===== src/rtl/fetch_pkg.sv =====
// Shared types and defaults for the instruction fetch unit and its buffer.
package fetch_pkg;

    localparam int          DEFAULT_IMEM_DEPTH = 32;
    localparam logic [31:0] DEFAULT_RESET_PC   = 32'h0;

    typedef enum logic [1:0] {
        ST_IDLE  = 2'd0,
        ST_FETCH = 2'd1,
        ST_HALT  = 2'd2
    } fetch_state_e;

    typedef struct packed {
        logic [31:0] pc;
        logic [31:0] instr;
    } fetch_entry_t;

endpackage


===== src/rtl/fetch_fifo.sv =====
// Small in-order fetch buffer: synchronous push/pop, flush, full/empty flags.
module fetch_fifo
    import fetch_pkg::*;
#(
    parameter int DEPTH = 2
) (
    input  logic         clk,
    input  logic         rst_n,
    input  logic         flush,
    input  logic         push,
    input  logic         pop,
    input  fetch_entry_t wr_entry,
    output fetch_entry_t rd_entry,
    output logic         empty,
    output logic         full
);

    localparam int PTR_W = (DEPTH > 1) ? $clog2(DEPTH) : 1;
    localparam int CNT_W = $clog2(DEPTH + 1);
    localparam logic [PTR_W-1:0] LAST_PTR = PTR_W'(DEPTH - 1);
    localparam logic [CNT_W-1:0] FULL_CNT = CNT_W'(DEPTH);

    fetch_entry_t     mem [DEPTH];
    logic [PTR_W-1:0] rd_ptr_q, rd_ptr_d;
    logic [PTR_W-1:0] wr_ptr_q, wr_ptr_d;
    logic [CNT_W-1:0] count_q, count_d;
    logic             do_push, do_pop;

    function automatic logic [PTR_W-1:0] next_ptr(input logic [PTR_W-1:0] p);
        return (p == LAST_PTR) ? '0 : p + 1'b1;
    endfunction

    always_comb begin
        empty    = (count_q == '0);
        full     = (count_q == FULL_CNT);
        do_pop   = pop && !empty && !flush;
        // A full buffer still accepts a write when the head leaves on the same edge.
        do_push  = push && (!full || do_pop) && !flush;
        rd_ptr_d = rd_ptr_q;
        wr_ptr_d = wr_ptr_q;
        count_d  = count_q;
        if (flush) begin
            rd_ptr_d = '0;
            wr_ptr_d = '0;
            count_d  = '0;
        end else begin
            if (do_push) wr_ptr_d = next_ptr(wr_ptr_q);
            if (do_pop)  rd_ptr_d = next_ptr(rd_ptr_q);
            case ({do_push, do_pop})
                2'b10:   count_d = count_q + 1'b1;
                2'b01:   count_d = count_q - 1'b1;
                default: count_d = count_q;
            endcase
        end
        rd_entry = empty ? '0 : mem[rd_ptr_q];
    end

    always_ff @(posedge clk or negedge rst_n) begin
        if (!rst_n) begin
            rd_ptr_q <= '0;
            wr_ptr_q <= '0;
            count_q  <= '0;
        end else begin
            rd_ptr_q <= rd_ptr_d;
            wr_ptr_q <= wr_ptr_d;
            count_q  <= count_d;
        end
    end

    // Storage needs no reset: the read port is masked to zero while empty.
    always_ff @(posedge clk) begin
        if (do_push) mem[wr_ptr_q] <= wr_entry;
    end

endmodule


===== src/rtl/instr_fetch_unit.sv =====
// Sequential instruction fetcher: walks pc through instruction memory into a
// small buffer, with redirect, pause and halt-at-end-of-memory handling.
module instr_fetch_unit
    import fetch_pkg::*;
#(
    parameter int          IMEM_DEPTH = DEFAULT_IMEM_DEPTH,
    parameter logic [31:0] RESET_PC   = DEFAULT_RESET_PC,
    parameter int          FIFO_DEPTH = 2
) (
    input  logic        clk,
    input  logic        rst_n,
    input  logic        en,
    output logic [31:0] imem_addr,
    input  logic [31:0] imem_data,
    input  logic        redirect_valid,
    input  logic [31:0] redirect_pc,
    output logic        instr_valid,
    input  logic        instr_ready,
    output logic [31:0] instr,
    output logic [31:0] instr_pc,
    output logic        halted
);

    localparam logic [31:0] DEPTH_W = 32'(IMEM_DEPTH);

    fetch_state_e state_q, state_d;
    logic [31:0]  pc_q, pc_d;
    logic         pc_in_range, do_fetch, fifo_push, fifo_pop;
    logic         fifo_empty, fifo_full;
    fetch_entry_t wr_entry, head;

    always_comb begin
        pc_in_range = (pc_q < DEPTH_W);
        // IDLE with en=1 fetches on the same edge that moves it into FETCH,
        // giving one cycle from enable to the first valid instruction.
        do_fetch    = en && (state_q != ST_HALT) && pc_in_range;
        fifo_pop    = !fifo_empty && instr_ready && !redirect_valid;
        fifo_push   = do_fetch && (!fifo_full || fifo_pop) && !redirect_valid;
        wr_entry    = '{pc: pc_q, instr: imem_data};

        pc_d    = pc_q;
        state_d = state_q;
        if (redirect_valid) begin
            pc_d = redirect_pc;
            if (redirect_pc >= DEPTH_W) state_d = ST_HALT;
            else if (en)                state_d = ST_FETCH;
            else                        state_d = ST_IDLE;
        end else begin
            if (fifo_push) pc_d = pc_q + 32'd1;
            case (state_q)
                ST_IDLE: begin
                    if (en) state_d = pc_in_range ? ST_FETCH : ST_HALT;
                end
                ST_FETCH: begin
                    if (!pc_in_range) state_d = ST_HALT;
                    else if (!en)     state_d = ST_IDLE;
                end
                default: state_d = ST_HALT;
            endcase
        end
    end

    always_ff @(posedge clk or negedge rst_n) begin
        if (!rst_n) begin
            state_q <= ST_IDLE;
            pc_q    <= RESET_PC;
        end else begin
            state_q <= state_d;
            pc_q    <= pc_d;
        end
    end

    fetch_fifo #(.DEPTH(FIFO_DEPTH)) u_fifo (
        .clk      (clk),
        .rst_n    (rst_n),
        .flush    (redirect_valid),
        .push     (fifo_push),
        .pop      (fifo_pop),
        .wr_entry (wr_entry),
        .rd_entry (head),
        .empty    (fifo_empty),
        .full     (fifo_full)
    );

    assign imem_addr   = pc_q;
    assign instr_valid = !fifo_empty;
    assign instr       = head.instr;
    assign instr_pc    = head.pc;
    assign halted      = (state_q == ST_HALT);

endmodule


===== config.mk =====
export PLATFORM = sky130hd
export DESIGN_NAME = instr_fetch_unit
export DESIGN_NICKNAME = d
export VERILOG_FILES = /design/src/rtl/fetch_pkg.sv /design/src/rtl/fetch_fifo.sv /design/src/rtl/instr_fetch_unit.sv
export SDC_FILE = /design/constraint.sdc
export NUM_CORES = 1
export LEC_CHECK = 0
export ABC_AREA = 1
export BUFFER_PORTS_ARGS = -buffer_cell sky130_fd_sc_hd__buf_4
export CAP_MARGIN = 5
export CORE_ASPECT_RATIO = 2
export CORE_MARGIN = 1.5
export CORE_UTILIZATION = 40
export CTS_BUF_LIST = sky130_fd_sc_hd__clkbuf_8
export CTS_CLUSTER_DIAMETER = 40
export DETAILED_ROUTE_END_ITERATION = 10
export PLACE_DENSITY_LB_ADDON = 0.08
export RECOVER_POWER = 25
export SYNTH_ARGS = -nofsm -noshare
export SYNTH_HDL_FRONTEND = slang
export SYNTH_HIERARCHICAL = 1
export SYNTH_SLANG_ARGS = --single-unit

===== constraint.sdc =====
create_clock -name clk -period 4.4 [get_ports clk]
set_input_delay 0.44 -clock clk [delete_from_list [all_inputs] [get_ports clk]]
set_output_delay 0.44 -clock clk [all_outputs]
set_load 0.02 [all_outputs]

# ---- After elaboration in Yosys (flattened, before gate mapping)
# Memories as Yosys holds them, arrays and structs flattened.
# Cells that the tools add are included.
dict set report totals {
  register_bits 38
  ramBits 128
  inputBits 69
  mem_count 1
  output_inout_bits 98
}
# name words word_bits read_ports rd_clocked_by_memory_dff wr line_no
set mem_list {}
lappend mem_list {u_fifo.mem 2 64 1 0 1 fetch_fifo.sv:23} ;# fetch_entry_t mem [DEPTH];
dict set report classes {
  eq_ne 8
  n_lt_le_gt_ge 2
  mux 21
  addsub 5
  n_reduce_logical 22
}
# operator n
set ops {}
lappend ops {{$mux W32} 2}
lappend ops {{$mux W64} 1}
lappend ops {{$add A32 B1 Y32 const B} 1}
lappend ops {{$ge A32 B6 Y1 const B} 1}
lappend ops {{$lt A32 B6 Y1 const B} 1}
lappend ops {{$mux W2} 7}
lappend ops {{$logic_and A1 B1 Y1} 10}
lappend ops {{$mux W1} 9}
lappend ops {{$pmux W2 S2} 2}
lappend ops {{$eq A2 B2 Y1 const B} 3}
lappend ops {{$reduce_bool A2 Y1} 3}
lappend ops {{$eq A2 B1 Y1 const B} 2}
lappend ops {{$logic_not A2 Y1} 2}
lappend ops {{$ne A4 B4 Y1 const B} 1}
lappend ops {{$logic_not A1 Y1} 3}
lappend ops {{$ne A3 B3 Y1 const B} 1}
lappend ops {{$reduce_bool A3 Y1} 1}
lappend ops {{$add A1 B1 Y1 const B} 2}
lappend ops {{$add A2 B1 Y2 const B} 1}
lappend ops {{$logic_or A1 B1 Y1} 2}
lappend ops {{$ne A2 B2 Y1 const B} 1}
lappend ops {{$reduce_and A2 Y1} 1}
lappend ops {{$sub A2 B1 Y2 const B} 1}

# ---- Depth between registers and ports, before layout
# Gate-level depths: netlist of run 1.
dict set report logic_depth {
  word_depth 12
  mapped_depth 13
  ltp_nobuf 13
}

# ---- By module
# Netlist of run 1, hierarchy kept.
# mod instances cells_per_inst seq_area_each_um2 area_per_inst_um2
set modules_own_cells {}
lappend modules_own_cells {fetch_fifo 1 380 3943.8 5283.8}
lappend modules_own_cells {instr_fetch_unit 1 237 850.8 1785.5}

# ---- Worst setup path after synthesis of run 1
# No wires, ideal clock.
dict set report synth_path {
  path_kind {register to register}
  startpoint {reg u_fifo.count_q[0]}
  endpoint {mem u_fifo/mem[0][0] (netlist bit) (enable)}
  path_slack_ps -257
  path_buffers 1
  stages_incl_launch_ff 8
  arrival_ps 4171
  required_ps 3914
  period_less_slack_ps 4657
  cell_sequence {dfrtp_1 -> nor2_2 -> buf_2 -> o31ai_1 -> nand3_4 -> nor2_4 -> nand3_2 -> nor2_1}
}
dict set report synth_between {
  elab_chain_len 11
}
# item line_no
set synth_lines {}
lappend synth_lines {{start, declared} fetch_fifo.sv:26} ;# logic [CNT_W-1:0] count_q, count_d;
lappend synth_lines {{start signal, assigned} fetch_fifo.sv:66} ;# count_q <= count_d;
lappend synth_lines {{$logic_not A2 Y1} fetch_fifo.sv:34} ;# empty = (count_q == '0);
lappend synth_lines {{net fifo_empty} instr_fetch_unit.sv:29} ;# logic fifo_empty, fifo_full;
lappend synth_lines {{$logic_not A1 Y1} instr_fetch_unit.sv:37} ;# fifo_pop = !fifo_empty && instr_ready && !redirect_valid;
lappend synth_lines {{$logic_and A1 B1 Y1 (2 in a row)} instr_fetch_unit.sv:37}
lappend synth_lines {{$logic_or A1 B1 Y1} instr_fetch_unit.sv:38} ;# fifo_push = do_fetch && (!fifo_full || fifo_pop) && !redirect_valid;
lappend synth_lines {{$logic_and A1 B1 Y1 (2 in a row)} instr_fetch_unit.sv:38}
lappend synth_lines {{net fifo_push} instr_fetch_unit.sv:28} ;# logic pc_in_range, do_fetch, fifo_push, fifo_pop;
lappend synth_lines {{$logic_and A1 B1 Y1 (2 in a row)} fetch_fifo.sv:38} ;# do_push = push && (!full || do_pop) && !flush;
lappend synth_lines {{$mux W1} fetch_fifo.sv:72} ;# if (do_push) mem[wr_ptr_q] <= wr_entry;
lappend synth_lines {{$mux W1 (not written as such)} fetch_fifo.sv:72}
lappend synth_lines {{end, declared} fetch_fifo.sv:23}
# The timed path passes the listed nets, and every way through them passes these cells.

# ---- Worst setup path after layout of run 1
dict set report layout_path {
  startpoint {reg pc_q[31] (netlist: imem_addr[31])}
  endpoint {mem u_fifo/mem[0][34] (netlist bit) (enable)}
}
dict set report layout_between {
  elab_chain_len 8
}
# item line_no
set layout_lines {}
lappend layout_lines {{start, declared} instr_fetch_unit.sv:27} ;# logic [31:0] pc_q, pc_d;
lappend layout_lines {{start signal, assigned} instr_fetch_unit.sv:69} ;# pc_q <= pc_d;
lappend layout_lines {{$lt A32 B6 Y1} instr_fetch_unit.sv:33} ;# pc_in_range = (pc_q < DEPTH_W);
lappend layout_lines {{$logic_and A1 B1 Y1} instr_fetch_unit.sv:36} ;# do_fetch = en && (state_q != ST_HALT) && pc_in_range;
lappend layout_lines {{$logic_and A1 B1 Y1 (2 in a row)} instr_fetch_unit.sv:38}
lappend layout_lines {{net fifo_push} instr_fetch_unit.sv:28}
lappend layout_lines {{$logic_and A1 B1 Y1 (2 in a row)} fetch_fifo.sv:38}
lappend layout_lines {{$mux W1} fetch_fifo.sv:72}
lappend layout_lines {{$mux W1 (not written as such)} fetch_fifo.sv:72}
# The timed path passes the listed nets, and every way through them passes these cells.

==> flow_metrics.py, run 1 <==
metrics = {
    "setup_path": {
        "path_max_fanout": 21,
        "path_buf_inv": 1,
        "worst-setup-path-type": "flip-flop to flip-flop",
        "cp-end-kind": "flip-flop",
        "cpLargestDelayFamily": "simple AND/OR/NAND/NOR gates",
        "critPathArrivalTime_ps": 3110,
        "cpMostUsedCell": "nor2_4",
        "cpPeakStageDelay_ps": 570,
        "slowest_stage": "nor2_4",
        "cp-start-kind": "flip-flop",
        "required_ps": 4540,
        "path_cells": "nor2_1 > nand2_1 > nor2_1 > nand2_1 > nor2_4 > nand3_4 > nor2_4 > nand3_2 > nor2_4 > buf_4",
    },
    "clock_tree": {
        "cts_tree": "yes",
        "cts.clk_slew.worst_paths_ps": 80,
        "cts_max_level": 4,
        "cts.path.max_buffers": 2,
        "root_buffer": "clkbuf_8",
        "postCtsSetupRepairBufs": 0,
        "clock_latency_ps": 440,
        "cts.repair.resized": 0,
        "cts_inserted_buffers": 17,
        "cts.sinks": 166,
    },
    "timing": {
        "whs_ps": 203,
        "fin_setup_tns_ps": 0,
        "finalHoldViolations": 0,
        "final-max-slew-violation-count": 0,
        "rsz0062_at_grt": "no",
        "max_freq_mhz": 337,
        "max-slew-margin-rel_pct": 27.9,
        "setup_viol": 0,
        "tightest_slew_ps": 1080,
        "min_period_ps": 2970,
        "post-route-period-util_pct": 67.5,
        "setup_slack_ps": 1430,
        "fin_worst_skew_ps": 10.7,
    },
    "grt": {
        "grt_pass1_wl_um": 27100,
        "grt_max_degree": 68,
        "grt_pass1_vias": 5181,
        "grt_antenna_before_repair": 0,
        "grt_usage_pct": 19.2,
        "grt-ovfl-total": 0,
    },
    "yosys": {
        "synth.top_cell.area_share_pct": 54.4,
        "synth_edf_count": 128,
        "syn_inst": 617,
        "async_flop_share_pct": 22.9,
        "synth_top_area_cell": "edfxtp_1",
        "synth_cell_types": 30,
        "synth_area_mm2": 0.00707,
        "synth-seq-cells": 166,
        "syn_avg_cell_area_um2": 11.5,
        "synth.net_count": 687,
        "ys_seq_area_share_pct": 67.8,
        "yosysWarnings": 6,
        "synth_flop_cell": "edfxtp_1",
        "ys_top_cells_by_area": "edfxtp_1, dfrtp_1, nand2_1",
    },
    "run_status": {
        "outcome": "finished, final reports clean",
    },
    "placement": {
        "io_buffer_count": 166,
        "gp_congestion": 0.846,
        "dpl_cell_area_mm2": 0.00851,
        "post-place-cells": 973,
        "dp_hpwl_um": 12300,
        "place_ws_ps": 1250,
    },
    "floorplan": {
        "die-area_mm2": 0.0185,
        "die_y_um": 191,
        "core_mm2": 0.0173,
        "start_util_pct": 40.9,
        "io_pins": 167,
        "die_w_um": 97.0,
        "placementRows": 68,
    },
    "cells_and_area": {
        "diodes": 0,
        "num-fill-cells": 1599,
        "synthToLayoutAreaGrowth_pct": 25.1,
        "postLayoutCoreUtil_pct": 51.2,
        "nets": 853,
        "layout-drive-gt1-share_pct": 31.3,
        "layout.cells.non_filler": 1006,
        "fin_area_mm2": 0.00884,
    },
    "flow_run": {
        "drv_cap": 0,
    },
    "power": {
        "leakagePower_nw": 3.49,
        "total_power_mw": 3.54,
        "ir_drop_v": 0.000310,
        "powerDensity_mw_per_mm2": 401,
    },
    "detailed_routing": {
        "drcViolationCount": 0,
        "antenna_left": 0,
        "via_count": 5013,
        "drtIter0Drc": 175,
        "detail_route.wl_per_cell_um": 17.2,
        "routed_wl_um": 17300,
        "via_per_inst": 4.98,
        "first_pass_iters": 5,
    },
    "min_path": {
        "hp-class": "input port to flip-flop",
    },
}
[power by group]
group	internal [mW]	leakage (nW)	switching, mW
combinational	0.252	1.69	0.426
clock	0.579	0.208	0.511
sequential	1.73	1.60	0.0491
[placed cells by master (no fill, tap or decap), types with 10 or more instances in the layout]
master / n
clkbuf_1: 22
clkbuf_4: 10
nand2_1: 172
clkbuf_8: 19
nand3_1: 31
a21oi_1: 28
edfxtp_1: 128
a21oi_2: 50
nor2_1: 58
dfrtp_1: 37
inv_1: 34
buf_4: 141
[metal layers]
metal	up-vias	track usage (%)	wire length [µm]
met5	-	0	0
met4	0	7.69	407
met1	2398	20.4	6310
met3	27	4.75	884
met2	161	36.0	9720
li1	2427	-	-
[kinds of logic after synthesis]
family | count (synthesis) | synth area share (%)
adders and majority gates | 1 | 0.177
and+or+nand+nor | 288 | 17.2
xor gates and xnor gates | 5 | 0.619
DFF | 166 | 67.8
AOI/OAI and AO/OA | 95 | 9.61
buffers and inverters | 62 | 4.53
[worst reg2reg max path: cells and delay by family, from the launching register on]
kind,cells,cell delay (ps)
flip-flops,1,430
buffers and inverters,1,330
AND/OR/NAND/NOR,9,1900
[area by class of cell]
type	count	area [µm²]	share of cell area (%)
Timing Repair Buffer	176	1270	14.3
Clock buffer	19	262	2.96
Tap cell	210	263	2.97
Clock inverter	13	143	1.61
Inverter	33	138	1.56
Sequential cell	166	4800	54.2
Multi-Input combinational cell	389	1970	22.3
[cell usage after synthesis (all sizes together), types with 4 or more instances]
| cell | count |
|---|---|
| nand2 | 172 |
| edfxtp | 128 |
| a21oi | 78 |
| nor2 | 64 |
| dfrtp | 38 |
| nand3 | 37 |
| inv | 31 |
| buf | 22 |
| o21ai | 15 |
| nor3 | 8 |
| clkbuf | 7 |
| nand4 | 7 |
| xnor2 | 4 |
[worst paths after layout]
kind                               startpoint                 to  slack (ps)  cells past startpoint
max in group asynchronous               rst_n    u_fifo/rd_ptr_q        3520                      2
worst max register to register  imem_addr[31]  u_fifo/mem[0][34]        1430                     10
min in group asynchronous               rst_n       imem_addr[1]         490                      2
worst max-delay path            imem_addr[31]  u_fifo/mem[0][34]        1430                     10
worst min-delay path            imem_data[29]  u_fifo/mem[0][29]         200                      1
worst min register to register  imem_addr[11]  u_fifo/mem[0][43]         530                      0
[repair_timing]
| item | CTS | global route |
|---|---|---|
| setup endpoints to repair | 0 | 0 |
| endpoints found under the hold margin | 38 | 0 |
| hold buffers | 1 | 0 |
[state kept, by name, summed over array words and instances, names as in the netlist]
register         count
u_fifo/wr_ptr_q      1
state_q              2
u_fifo/rd_ptr_q      1
u_fifo/count_q       2
u_fifo/mem         128
imem_addr           32
Note: power is estimated with default switching activity, not from simulation.
==> run 2, diff against run 1 <==
--- a/config.mk
+++ b/config.mk
@@ -5,7 +5,7 @@
 export SDC_FILE = /design/constraint.sdc
 export NUM_CORES = 1
 export LEC_CHECK = 0
-export ABC_AREA = 1
+export ABC_AREA = 0
 export BUFFER_PORTS_ARGS = -buffer_cell sky130_fd_sc_hd__buf_4
 export CAP_MARGIN = 5
 export CORE_ASPECT_RATIO = 2
==> constraint.sdc (replaced) <==
create_clock -name clk -period 2.71 [get_ports clk]
set_input_delay 0.271 -clock clk [delete_from_list [all_inputs] [get_ports clk]]
set_output_delay 0.271 -clock clk [all_outputs]
set_load 0.02 [all_outputs]
==> run 2 against run 1 <==
Compared with the run above:
- hold slack worse by 160 ps
- final cell count down 15%
- core utilization up 2.8 points
- critical endpoint is now u_fifo/mem[1][10]
- fmax up 17%
==> flow_metrics.py, run 2 <==
metrics = {
    "run_status": {
        "outcome": "finished, final reports clean",
    },
    "floorplan": {
        "start_util_pct": 40.6,
        "die-area_mm2": 0.0178,
        "die_y_um": 187,
        "io_pins": 167,
        "core_mm2": 0.0167,
        "placementRows": 67,
        "die_w_um": 95.0,
    },
    "yosys": {
        "synth_common_cells": "edfxtp_1, nor2_1, mux2i_1, dfrtp_1, mux2_2",
        "synth_area_mm2": 0.00677,
        "syn_inst": 430,
        "yosysWarnings": 6,
        "synth_top_area_cell": "edfxtp_1",
        "synth.top_cell.area_share_pct": 56.8,
        "synth_edf_count": 128,
        "synth.net_count": 500,
        "synth_flop_cell": "edfxtp_1",
        "yosysMostFrequentCell": "edfxtp_1",
        "ys_seq_area_share_pct": 70.8,
        "synth-seq-cells": 166,
        "syn_avg_cell_area_um2": 15.7,
        "synth_cell_types": 53,
        "ys_top_cells_by_area": "edfxtp_1, dfrtp_1, mux2i_1",
        "async_flop_share_pct": 22.9,
    },
    "grt": {
        "grt_antenna_before_repair": 0,
        "grt_pass1_wl_um": 25300,
        "grt_pass1_vias": 4592,
        "grt-ovfl-total": 0,
        "grt_max_degree": 66,
        "grt_usage_pct": 19.8,
    },
    "detailed_routing": {
        "drtIter0Drc": 99,
        "routed_wl_um": 16700,
        "via_count": 4293,
        "antenna_left": 0,
        "via_per_inst": 5.00,
        "first_pass_iters": 4,
        "drcViolationCount": 0,
        "detail_route.wl_per_cell_um": 19.4,
    },
    "setup_path": {
        "critPathArrivalTime_ps": 2660,
        "path_max_fanout": 35,
        "cp-start-kind": "flip-flop",
        "required_ps": 2840,
        "worst-setup-path-type": "flip-flop to flip-flop",
        "cp-end-kind": "flip-flop",
    },
    "cells_and_area": {
        "largest_reg_flops": 128,
        "layout-drive-gt1-share_pct": 35.3,
        "layout.cells.non_filler": 858,
        "final_common_cell": "buf_4",
        "nets": 708,
        "largest_register": "u_fifo/mem",
        "diodes": 0,
        "layout_common_cells": "buf_4, edfxtp_1, nor2_1",
        "synthToLayoutAreaGrowth_pct": 33.0,
        "num-fill-cells": 1468,
    },
    "flow_run": {
        "drv_cap": 0,
    },
    "timing": {
        "finalHoldViolations": 0,
        "rsz0062_at_grt": "no",
        "post-route-period-util_pct": 93.5,
        "fin_worst_skew_ps": 14.8,
        "max-slew-margin-rel_pct": 53.6,
        "tightest_slew_ps": 696,
        "setup_viol": 0,
        "max_freq_mhz": 395,
        "fin_setup_tns_ps": 0,
        "min_period_ps": 2530,
        "final-max-slew-violation-count": 0,
        "setup_slack_ps": 177,
    },
    "clock_tree": {
        "cts.sinks": 166,
        "cts.repair.resized": 0,
        "cts_tree": "yes",
        "clock_latency_ps": 450,
        "cts.clk_slew.worst_paths_ps": 80,
        "cts.path.max_buffers": 2,
        "hold_buffers": 28,
        "root_buffer": "clkbuf_8",
        "cts_max_level": 4,
        "postCtsSetupRepairBufs": 0,
        "cts_inserted_buffers": 17,
    },
    "power": {
        "powerDensity_mw_per_mm2": 559,
        "total_power_mw": 5.03,
        "ir_drop_v": 0.000349,
        "leakagePower_nw": 3.32,
    },
    "placement": {
        "gp_congestion": 0.802,
        "io_buffer_count": 166,
        "dp_hpwl_um": 11900,
        "place_ws_ps": 174,
        "post-place-cells": 793,
    },
    "min_path": {
        "hp-class": "input port to flip-flop",
    },
}
[run 2: per-stage QoR]
stage / area [µm²] / util [%] / hold slack, ps
2_1_floorplan: 6830 / - / -24.6
3_3_place_gp: 8330 / 50.0 / 297
3_5_place_dp: 8330 / 50.0 / 299
4_1_cts: 9010 / 54.0 / 1.18
5_1_grt: 9000 / 54.0 / 3.73
6_report: 9000 / 54.0 / 41.5
[run 2: final timing paths]
path	to	depth (start not counted)	start	slack [ps]
max	u_fifo/mem[1][10]	6	imem_addr[30]	180
min	imem_addr[0]	3	redirect_pc[0]	40
max reg2reg	u_fifo/mem[1][10]	6	imem_addr[30]	180
min reg2reg	u_fifo/mem[0][44]	0	imem_addr[12]	540
max in group asynchronous	u_fifo/rd_ptr_q	2	rst_n	1920
min in group asynchronous	state_q[0]	2	rst_n	340
[run 2: cell families after synthesis]
logic type                 synth area share, %
AOI/OAI and AO/OA                         2.90
muxes                                     14.0
buffers and inverters                     2.29
and+or+nand+nor                           9.56
adders and majority gates                0.185
xor gates and xnor gates                 0.259
DFF                                       70.8
[run 2: worst max-delay path: stages, from the launching register on]
cell and delay [ps]:
dfrtp_1 450, nor4_4 420, nand4_4 240, nor4_4 350, o21ai_2 160, nor3b_4 310, buf_12 270
[run 2: area by class of cell]
class | instances | area (µm²) | share of cell area (%)
inverter | 6 | 22.5 | 0.250
sequential | 166 | 4800 | 53.3
clock inverter | 15 | 163 | 1.81
clock buffer | 17 | 234 | 2.60
tap | 207 | 259 | 2.88
multi-input combinational | 237 | 1860 | 20.7
timing repair buffer | 210 | 1660 | 18.5
[run 2: power breakdown]
part | total (mW) | switching, mW | internal, mW | leakage, nW
Combinational | 0.381 | 0.184 | 0.198 | 1.52
Sequential | 2.88 | 0.0830 | 2.80 | 1.60
Clock | 1.77 | 0.867 | 0.899 | 0.201
Total | 5.03 | 1.13 | 3.90 | 3.32
[run 2: per-layer routing]
| metal | routed length, µm | global-route usage (%) |
|---|---|---|
| met4 | 217 | 6.26 |
| met3 | 852 | 5.24 |
| met2 | 9870 | 38.1 |
| met5 | 0 | 0 |
| met1 | 5710 | 19.8 |
==> run 3, diff against run 2 <==
--- a/config.mk
+++ b/config.mk
@@ -15,7 +15,6 @@
 export CTS_CLUSTER_DIAMETER = 40
 export DETAILED_ROUTE_END_ITERATION = 10
 export PLACE_DENSITY_LB_ADDON = 0.08
-export RECOVER_POWER = 25
 export SYNTH_ARGS = -nofsm -noshare
 export SYNTH_HDL_FRONTEND = slang
 export SYNTH_HIERARCHICAL = 1
==> run 3 against run 2 <==
Compared with the run above:
- fmax is 0.24% higher
- wire length is 0.37% higher
- clock-buffer cell count stayed put
- register-to-register slack hardly changed
- critical path type unchanged
- critical endpoint unchanged
- largest power group unchanged
- highest routed layer unchanged
==> flow_metrics.py, run 3 (synthesis results as in run 2) <==
metrics = {
    "power": {
        "leakagePower_nw": 3.38,
        "total_power_mw": 5.05,
        "p_sw_mw": 1.14,
        "pwr-share-seq_pct": 57.2,
        "sw_frac_of_total_pct": 22.5,
        "power.share.combinational_pct": 7.8,
        "powerDensity_mw_per_mm2": 557,
        "internal_power_mw": 3.91,
        "power_frac_clock_pct": 35.0,
        "ir_drop_v": 0.000349,
    },
    "detailed_routing": {
        "antenna_left": 0,
        "drcViolationCount": 0,
        "routed_wl_um": 16700,
        "via_count": 4299,
        "drtIter0Drc": 117,
        "via_per_inst": 5.01,
        "detail_route.wl_per_cell_um": 19.5,
        "first_pass_iters": 4,
    },
    "timing": {
        "max-slew-margin-rel_pct": 53.4,
        "rsz0062_at_grt": "no",
        "tightest_slew_ps": 699,
        "post-route-period-util_pct": 93.2,
        "fin_worst_skew_ps": 14.6,
        "setup_viol": 0,
        "finalHoldViolations": 0,
        "fin_setup_tns_ps": 0,
        "max_freq_mhz": 396,
        "min_period_ps": 2530,
        "final-max-slew-violation-count": 0,
    },
    "run_status": {
        "outcome": "finished, final reports clean",
    },
    "cells_and_area": {
        "layout-drive-gt1-share_pct": 37.8,
        "diodes": 0,
        "synthToLayoutAreaGrowth_pct": 33.9,
        "largest_reg_flops": 128,
        "nets": 708,
        "largest_register": "u_fifo/mem",
        "regArea_mm2": 0.00480,
        "final_common_cell": "buf_4",
        "multi_input_area_mm2": 0.00186,
        "num-fill-cells": 1444,
        "layout_common_cells": "buf_4, edfxtp_1, nor2_1",
    },
    "min_path": {
        "worstHoldStart": "redirect_pc[0]",
        "hp-class": "input port to flip-flop",
    },
    "floorplan": {
        "io_pins": 167,
        "core_mm2": 0.0167,
        "placementRows": 67,
        "die_y_um": 187,
        "die-area_mm2": 0.0178,
        "die_w_um": 95.0,
        "start_util_pct": 40.6,
    },
    "clock_tree": {
        "cts.path.max_buffers": 2,
        "cts.clk_slew.worst_paths_ps": 90,
        "root_buffer": "clkbuf_8",
        "cts.repair.resized": 0,
        "postCtsSetupRepairBufs": 0,
        "cts_max_level": 4,
        "cts_inserted_buffers": 17,
        "hold_buffers": 28,
        "cts.sinks": 166,
        "clock_latency_ps": 440,
        "cts_tree": "yes",
    },
    "setup_path": {
        "required_ps": 2840,
        "slowest_stage": "dfrtp_1",
        "path_cells": "nor4_1 > buf_4 > nand3_2 > nor4_4 > o21ai_2 > nor3b_4 > buf_12",
        "cpPeakStageDelay_ps": 440,
        "path_buf_inv": 2,
        "r2r_cells": 7,
        "path_max_fanout": 35,
        "reg2reg_slack_ps": 180,
        "r2r_end": "u_fifo/mem[1][10]",
        "cp-start-kind": "flip-flop",
        "crit_cells": 7,
        "r2r_start": "imem_addr[28]",
        "worst-setup-path-type": "flip-flop to flip-flop",
        "cpLargestDelayFamily": "simple AND/OR/NAND/NOR gates",
        "critPathArrivalTime_ps": 2650,
        "cp-end-kind": "flip-flop",
        "crit_path_start": "imem_addr[28]",
        "cp-endpoint": "u_fifo/mem[1][10]",
    },
    "placement": {
        "gp_congestion": 0.802,
        "io_buffer_count": 166,
        "dp_hpwl_um": 11900,
    },
    "flow_run": {
        "drv_cap": 0,
    },
    "grt": {
        "grt-ovfl-total": 0,
        "grt_usage_pct": 19.8,
        "grt_antenna_before_repair": 0,
        "grt_max_degree": 66,
        "grt_pass1_wl_um": 25300,
        "grt_pass1_vias": 4592,
    },
}
run 3: stage by stage:
| stage | std cells | area, µm² | hold slack (ps) | worst slack, ps | utilization [%] |
|---|---|---|---|---|---|
| floorplan | 430 | 6830 | -24.6 | -1040 | - |
| global placement | 793 | 8330 | 297 | 196 | 50.0 |
| detailed placement | 793 | 8330 | 299 | 174 | 50.0 |
| CTS | 853 | 9010 | 1.18 | 142 | 54.0 |
| global route | 858 | 9060 | 3.73 | 49.5 | 54.3 |
| finish | 858 | 9060 | 41.2 | 183 | 54.3 |
run 3: power by group through the flow:
stage | sequential, mW | clock [mW] | combinational [mW]
6_report | 2.88 | 1.77 | 0.393
5_1_grt | 2.90 | 1.94 | 0.419
4_1_cts | 2.89 | 1.82 | 0.396
3_5_place_dp | 2.94 | 0 | 0.361
3_3_place_gp | 2.93 | 0 | 0.362
2_1_floorplan | 2.98 | 0 | 0.0826
run 3: tightest hold or removal path, stage by stage:
cell and delay, ps:
buf_4 80, nand2_1 40, nand3_1 60
run 3: final cells by class:
class | count | share of cell area [%]
clock buffer | 17 | 2.58
clock inverter | 15 | 1.80
inverter | 6 | 0.249
multi-input combinational | 237 | 20.6
sequential | 166 | 53.0
tap | 207 | 2.86
timing repair buffer | 210 | 19.0
run 3: layer usage:
layer | vias to the layer above | global-route usage (%) | part of all wire [%]
met3 | 9 | 5.24 | 5.0
li1 | 2037 | - | -
met5 | - | 0 | 0
met4 | 0 | 6.26 | 1.2
met1 | 2122 | 19.8 | 34
met2 | 131 | 38.1 | 59
run 3: worst min path at each step:
stage | endpoint | slack, ps | cells past startpoint
5_1_grt | imem_addr[0] | 4 | 3
4_1_cts | u_fifo/mem[1][26] | 1 | 1
3_3_place_gp | state_q[1] | 300 | 1
6_report | imem_addr[0] | 40 | 3
2_1_floorplan | imem_addr[0] | -20 | 0
3_5_place_dp | imem_addr[3] | 300 | 1
